File: src/rtl/slb_mem_ctrl_pkg.sv
// Shared definitions for slb_mem_ctrl: memory opcodes, controller states,
// access-size decode and the IO address-space tag.
package mem_ctrl_pkg;

   localparam int OP_BITS = 6;

   localparam logic [OP_BITS-1:0] OP_LB  = 6'd0;
   localparam logic [OP_BITS-1:0] OP_LH  = 6'd1;
   localparam logic [OP_BITS-1:0] OP_LW  = 6'd2;
   localparam logic [OP_BITS-1:0] OP_LBU = 6'd3;
   localparam logic [OP_BITS-1:0] OP_LHU = 6'd4;
   localparam logic [OP_BITS-1:0] OP_SB  = 6'd5;
   localparam logic [OP_BITS-1:0] OP_SH  = 6'd6;
   localparam logic [OP_BITS-1:0] OP_SW  = 6'd7;

   // addr[17:16] value that marks the UART / IO window
   localparam logic [1:0] IO_SPACE = 2'b11;

   typedef enum logic [2:0] {
      S_IDLE    = 3'd0,
      S_DATA_RD = 3'd1,
      S_DATA_WR = 3'd2,
      S_INST_RD = 3'd3,
      S_DONE    = 3'd4
   } state_t;

   // Number of bytes moved by an access; unknown opcodes behave as words.
   function automatic logic [2:0] op_bytes(input logic [OP_BITS-1:0] op);
      logic [2:0] n;
      case (op)
         OP_LB, OP_LBU, OP_SB: n = 3'd1;
         OP_LH, OP_LHU, OP_SH: n = 3'd2;
         default:              n = 3'd4;
      endcase
      return n;
   endfunction

endpackage

File: src/rtl/slb_mem_ctrl_ext.sv
// mem_ext_unit: sign/zero extension of an assembled little-endian load
// result according to the load opcode. Purely combinational.
module mem_ext_unit
   import mem_ctrl_pkg::*;
#(
   parameter int DATA_W = 32,
   parameter int OP_W   = 6
) (
   input  logic [OP_W-1:0]   op_i,
   input  logic [DATA_W-1:0] raw_i,
   output logic [DATA_W-1:0] ext_o
);

   // Select the extension by opcode; words and unknown opcodes pass through
   always_comb begin
      ext_o = raw_i;
      case (op_i)
         OP_LB:   ext_o = {{(DATA_W-8){raw_i[7]}}, raw_i[7:0]};
         OP_LBU:  ext_o = {{(DATA_W-8){1'b0}}, raw_i[7:0]};
         OP_LH:   ext_o = {{(DATA_W-16){raw_i[15]}}, raw_i[15:0]};
         OP_LHU:  ext_o = {{(DATA_W-16){1'b0}}, raw_i[15:0]};
         default: ext_o = raw_i;
      endcase
   end

endmodule

File: src/rtl/slb_mem_ctrl.sv
// slb_mem_ctrl: serialises store/load-buffer accesses and instruction
// fetches onto an 8-bit single-port RAM, one byte per cycle, little-endian.
// Optional build macro IO_FULL_STALL_EN: stores into the IO window wait
// before each byte while io_buffer_full is high.
//
// Handshake: a requester raises its request (slb_empty_in low, or
// if_req_in high) and holds address/data stable until it sees its done
// pulse; it drops the request on the done edge. The one-cycle DONE state
// guarantees the still-high request is not accepted a second time.
module slb_mem_ctrl
   import mem_ctrl_pkg::*;
#(
   parameter int ADDR_W = 32,
   parameter int DATA_W = 32,
   parameter int OP_W   = 6
) (
   input  logic              clk,
   input  logic              rst,
   input  logic              rdy_in,
   input  logic              slb_empty_in,
   input  logic              slb_store_in,
   input  logic [OP_W-1:0]   slb_op_in,
   input  logic [ADDR_W-1:0] slb_addr_in,
   input  logic [DATA_W-1:0] slb_data_in,
   output logic [DATA_W-1:0] slb_data_out,
   output logic              slb_done_out,
   input  logic              if_req_in,
   input  logic [ADDR_W-1:0] if_addr_in,
   output logic [DATA_W-1:0] if_data_out,
   output logic              if_done_out,
   input  logic [7:0]        mem_din,
   output logic [7:0]        mem_dout,
   output logic [ADDR_W-1:0] mem_a,
   output logic              mem_wr,
   input  logic              io_buffer_full
);

   state_t            state_q;
   logic [2:0]        cnt_q;
   logic [2:0]        n_q;
   logic              inst_q;
   logic [ADDR_W-1:0] addr_q;
   logic [DATA_W-1:0] wdata_q;
   logic [OP_W-1:0]   op_q;
   logic [DATA_W-1:0] rd_q;
   logic [DATA_W-1:0] rd_d;
   logic [DATA_W-1:0] slb_data_q;
   logic [DATA_W-1:0] if_data_q;
   logic [DATA_W-1:0] ext_data;
   logic [DATA_W-1:0] wshift;
   logic              io_stall;
   logic              rd_lag;

`ifdef IO_FULL_STALL_EN
   assign io_stall = (addr_q[17:16] == IO_SPACE) && io_buffer_full;
`else
   logic unused_io;
   assign unused_io = io_buffer_full;
   assign io_stall  = 1'b0;
`endif

   assign wshift = wdata_q >> {cnt_q, 3'b000};

   // While frozen mid-read, re-present the previous byte's address so the
   // RAM's one-cycle-late data still matches the byte being captured when
   // rdy_in returns.
   assign rd_lag = !rdy_in && (cnt_q != 3'd0) &&
                   ((state_q == S_DATA_RD) || (state_q == S_INST_RD));

   // Drive the RAM bus from the current state and byte index
   always_comb begin
      mem_a    = '0;
      mem_wr   = 1'b0;
      mem_dout = '0;
      case (state_q)
         S_DATA_WR: begin
            mem_a    = addr_q + ADDR_W'(cnt_q);
            mem_dout = wshift[7:0];
            mem_wr   = rdy_in && !io_stall;
         end
         S_DATA_RD, S_INST_RD: begin
            mem_a = addr_q + ADDR_W'(cnt_q) - ADDR_W'(rd_lag);
         end
         default: ;
      endcase
   end

   // Merge the returning RAM byte into result byte cnt-1
   always_comb begin
      rd_d = rd_q;
      for (int b = 0; b < DATA_W / 8; b++) begin
         if (cnt_q == 3'(b + 1)) rd_d[8*b +: 8] = mem_din;
      end
   end

   mem_ext_unit #(
      .DATA_W (DATA_W),
      .OP_W   (OP_W)
   ) u_ext (
      .op_i  (op_q),
      .raw_i (rd_d),
      .ext_o (ext_data)
   );

   // Controller FSM: arbitration, byte sequencing and result registers
   always_ff @(posedge clk) begin
      if (rst) begin
         state_q    <= S_IDLE;
         cnt_q      <= '0;
         n_q        <= '0;
         inst_q     <= 1'b0;
         addr_q     <= '0;
         wdata_q    <= '0;
         op_q       <= '0;
         rd_q       <= '0;
         slb_data_q <= '0;
         if_data_q  <= '0;
      end else if (rdy_in) begin
         case (state_q)
            S_IDLE: begin
               cnt_q <= '0;
               rd_q  <= '0;
               if (!slb_empty_in) begin
                  addr_q  <= slb_addr_in;
                  wdata_q <= slb_data_in;
                  op_q    <= slb_op_in;
                  n_q     <= op_bytes(slb_op_in);
                  inst_q  <= 1'b0;
                  state_q <= slb_store_in ? S_DATA_WR : S_DATA_RD;
               end else if (if_req_in) begin
                  addr_q  <= if_addr_in;
                  op_q    <= OP_W'(OP_LW);
                  n_q     <= 3'd4;
                  inst_q  <= 1'b1;
                  state_q <= S_INST_RD;
               end
            end
            S_DATA_WR: begin
               if (!io_stall) begin
                  if (cnt_q == n_q - 3'd1) begin
                     cnt_q   <= '0;
                     state_q <= S_DONE;
                  end else begin
                     cnt_q <= cnt_q + 3'd1;
                  end
               end
            end
            S_DATA_RD, S_INST_RD: begin
               rd_q <= rd_d;
               if (cnt_q == n_q) begin
                  cnt_q   <= '0;
                  state_q <= S_DONE;
                  if (inst_q) if_data_q  <= rd_d;
                  else        slb_data_q <= ext_data;
               end else begin
                  cnt_q <= cnt_q + 3'd1;
               end
            end
            S_DONE:  state_q <= S_IDLE;
            default: state_q <= S_IDLE;
         endcase
      end
   end

   assign slb_data_out = slb_data_q;
   assign if_data_out  = if_data_q;
   assign slb_done_out = rdy_in && (state_q == S_DONE) && !inst_q;
   assign if_done_out  = rdy_in && (state_q == S_DONE) && inst_q;

endmodule

File: config.mk
export PLATFORM = sky130hd
export DESIGN_NAME = slb_mem_ctrl
export DESIGN_NICKNAME = d
export VERILOG_FILES = /design/src/rtl/slb_mem_ctrl_pkg.sv /design/src/rtl/slb_mem_ctrl_ext.sv /design/src/rtl/slb_mem_ctrl.sv
export SDC_FILE = /design/constraint.sdc
export NUM_CORES = 1
export LEC_CHECK = 0
export ABC_CLOCK_PERIOD_IN_PS = 8400
export CAP_MARGIN = 5
export CORE_MARGIN = 4
export CORE_UTILIZATION = 57
export CTS_BUF_LIST = sky130_fd_sc_hd__clkbuf_8
export CTS_CLUSTER_SIZE = 12
export DETAILED_ROUTE_END_ITERATION = 12
export PLACE_DENSITY_LB_ADDON = 0.3
export SLEW_MARGIN = 0
export SYNTH_ARGS = -nofsm -noshare
export SYNTH_HDL_FRONTEND = slang
export SYNTH_HIERARCHICAL = 1
export SYNTH_SLANG_ARGS = --single-unit
File: constraint.sdc
create_clock -name clk -period 8.4 [get_ports clk]
set_clock_uncertainty 0.05 [all_clocks]
set_input_delay 1.26 -clock clk [delete_from_list [all_inputs] [get_ports clk]]
set_output_delay 1.26 -clock clk [all_outputs]
set_load 0.05 [all_outputs]
==> metrics <==
Max Root-Sink Buffers=2; unrepaired setup endpoints after global routing=no; Slew Limit Headroom=0.155; multi-input gate area in the final layout=5840 um2; largest cells by area after synthesis=dfxtp_1 (36%), nor2_1 (6.9%), nand2_1 (6.4%), a21oi_1 (4.4%), mux2i_1 (3.7%); fin util=0.736; min Tclk post-route=6710 ps; final setup margin=1690 ps; Worst EP required=7090 ps; Synth cell types=73; nets=1500; Initial Utilization=0.589; slowest stage delay, CP=850 ps; register area share after synthesis=0.355; GPL Wtd Cong=0.937; design area=12400 um2; Core Rows=47; Worst Tran Pin Value=1270 ps; hold buffer count at cts=0; setup TNS=0 ps; maximum VDD drop=0.000151 V; Ports=224; # Post-CTS Setup Buffers=0; Hold Vio Cnt, Final=0; drt total wl=28.3 mm; ys flop type=dfxtp_1; H-tree depth=4; Yosys top cell area share=0.355; status=complete, no violations; hpwl dp=20.1 mm; DP Cell Count=1572; final setup fails=0; HP Class=reg -> reg; max cap viols=0; DR vias=9557; Yosys reg bits=176; period utilisation layout=0.799; Synth Cell Area=9910 um2; final std cells w/o fill=1605; Final ANT Viol Nets=0; Pleak=4.63 nW; Layout area overhead=24.9%; DR WL/cell=17.6 um; nature of the critical path startpoint=flip-flop; Worst Setup End Kind=output port; Place WS=1850 ps; Overall Global Routing Usage=0.280; upper clock frequency limit=149 MHz; DIE AREA=19600 um2; Syn. warnings=6; CORE AREA=16800 um2; die width=140 um; final slew viol count=0; Yosys top cell by area=dfxtp_1; Critical Path, Cell by Cell=nand2b_1, a211oi_1, ha_1, ha_1, inv_1, nand4bb_2, or4b_1, nor4_4, a31oi_1, o31ai_2, clkdlybuf4s50_1; worst path arrival time=5400 ps; chip height=140 um; Reg area=3520 um2; slowest CP cell=clkdlybuf4s50_1; CTS tree=yes; Placement Cell Area=12000 um2; Overflow after GRT=0; Skew-Pair Late Insertion Delay=470 ps; vias per cell=5.95; Top delay family on crit path=simple AND/OR/NAND/NOR gates; CP bufs+invs=2; CTS clk-pin slew, worst paths=110 ps; vias in the first global route=9137; clk sinks=176; fillers=1320; Post-Synthesis Net Count=1363; WS Path Type=reg -> out; initial antenna violation count=1; layout cells sized above 1=0.0802; CP most frequent cell=ha_1; PortBufs=222; DRT iter0 DRCs=880; Avg Cell Area, Syn=8.03 um2; Root Driver=clkbuf_8; PwrDens=164 nW/um2; Async SR Flop Fraction=0; Synth Instances=1234; cts bufs inserted=17; first-pass GRT wire length=45.9 mm; First-pass DRT Iterations=5; Post-synth EDFFs=0; post-CTS resize count=0; largest net degree at the start of global routing=108; Max Fanout on Critical Path=19; DRC viols=0
## power breakdown
group | switching, mW | internal, mW | leakage (nW)
logic | 0.305 | 0.192 | 3.00
clock network | 0.349 | 0.249 | 0.205
registers | 0.0617 | 0.874 | 1.43
## final cells by class
type / instances / share of cell area
clock buffers: 17 / 0.0189
well taps: 220 / 0.0222
clock inverters: 15 / 0.0140
repair buffers: 228 / 0.182
inverters: 20 / 0.00606
flip-flops and latches: 176 / 0.285
multi-input cells: 928 / 0.472
diodes: 1 / 0.000202
## worst register-to-register path, stage by stage (launching register included)
cell and delay, ps:
dfxtp_1 740, inv_1 280, nor2_1 690, nand2_1 260, or3_1 900, nor2_1 320
nor3_1 60
## cells in the final DEF (no fill, tap or decap), drive strengths merged, types with 7 or more instances in the layout
| cell type | netlist | layout |
|---|---|---|
| nor2b | 8 | 8 |
| nor4 | 13 | 13 |
| clkdlybuf4s50 | 0 | 220 |
| o31ai | 10 | 10 |
| inv | 20 | 26 |
| ha | 11 | 11 |
| nand2 | 168 | 168 |
| o21ai | 9 | 9 |
| nor3 | 52 | 52 |
| nor2 | 184 | 184 |
| a211oi | 37 | 37 |
| a22oi | 43 | 43 |
| clkinv | 0 | 7 |
| clkbuf | 80 | 17 |
| nand4 | 17 | 17 |
| dfxtp | 176 | 176 |
| xor2 | 29 | 29 |
| and3 | 15 | 15 |
| a21o | 16 | 16 |
| o22ai | 14 | 14 |
| nand3 | 22 | 22 |
| xnor2 | 28 | 28 |
| mux2 | 32 | 32 |
| a21oi | 89 | 89 |
| and2 | 7 | 7 |
| a31oi | 10 | 10 |
| mux2i | 37 | 37 |
| mux4 | 8 | 8 |
| buf | 30 | 8 |
| or3 | 12 | 12 |
## registers in the layout, summed over array words and instances, names as in the netlist
register / cells
addr_q: 32
cnt_q: 3
if_data_out: 32
inst_q: 1
n_q: 3
op_q: 6
rd_q: 32
slb_data_out: 32
state_q: 3
wdata_q: 32
## final timing paths
| check | startpoint | endpoint | slack [ps] | cells after the start |
|---|---|---|---|---|
| hold / removal | slb_data_out[9]$_SDFFE_PP0P_ | slb_data_out[9]$_SDFFE_PP0P_ | 410 | 2 |
| setup / recovery | state_q[0]$_SDFFE_PP0P_ | mem_a[30] | 1690 | 11 |
| hold reg to reg | slb_data_out[9]$_SDFFE_PP0P_ | slb_data_out[9]$_SDFFE_PP0P_ | 410 | 2 |
| setup reg to reg | state_q[0]$_SDFFE_PP0P_ | if_data_out[28]$_SDFFE_PP0P_ | 4930 | 6 |
## synthesized netlist by cell type (5+ instances only)
cell type	instances
buf_4	8
nand2_1	168
mux4_2	8
nor2b_1	8
nor2_1	183
inv_1	20
a31oi_1	10
o21ai_0	6
buf_1	9
a22oi_1	43
xnor2_1	27
nand4_1	17
xor2_1	28
a21o_1	16
nand3_1	20
a21oi_1	87
buf_2	9
a31o_1	5
nor4_1	7
a211o_1	6
nand2b_1	6
and3_1	15
a211oi_1	36
clkbuf_1	78
or3_1	11
dfxtp_1	176
nor3_1	51
and2_1	6
mux2i_1	37
o22ai_1	14
o31ai_1	8
mux2_2	32
ha_1	11
## kinds of logic after synthesis
kind of cell               share of synthesized area
AOI/OAI and AO/OA                              0.177
xor gates and xnor gates                      0.0519
adders and majority gates                     0.0159
buffers and inverters                         0.0567
DFF                                            0.355
muxes                                         0.0919
and+or+nand+nor                                0.252
## per-layer routing
| metal | part of all wire | wire (um) | up-vias | track usage |
|---|---|---|---|---|
| li1 | - | - | 4606 | - |
| met1 | 0.42 | 11900 | 4483 | 0.366 |
| met2 | 0.48 | 13500 | 412 | 0.462 |
| met3 | 0.079 | 2240 | 56 | 0.0604 |
| met4 | 0.025 | 699 | 0 | 0.0943 |
| met5 | 0 | 0 | - | 0 |
## per-stage QoR
stage / power [mW] / hold WS [ps]
final: 2.03 / 407
after global routing: 2.11 / 426
after CTS: 2.03 / 410
after detailed placement: 1.44 / 396
after global placement: 1.43 / 390
after floorplan: 1.29 / 383
(Power assumes the default switching activity.)
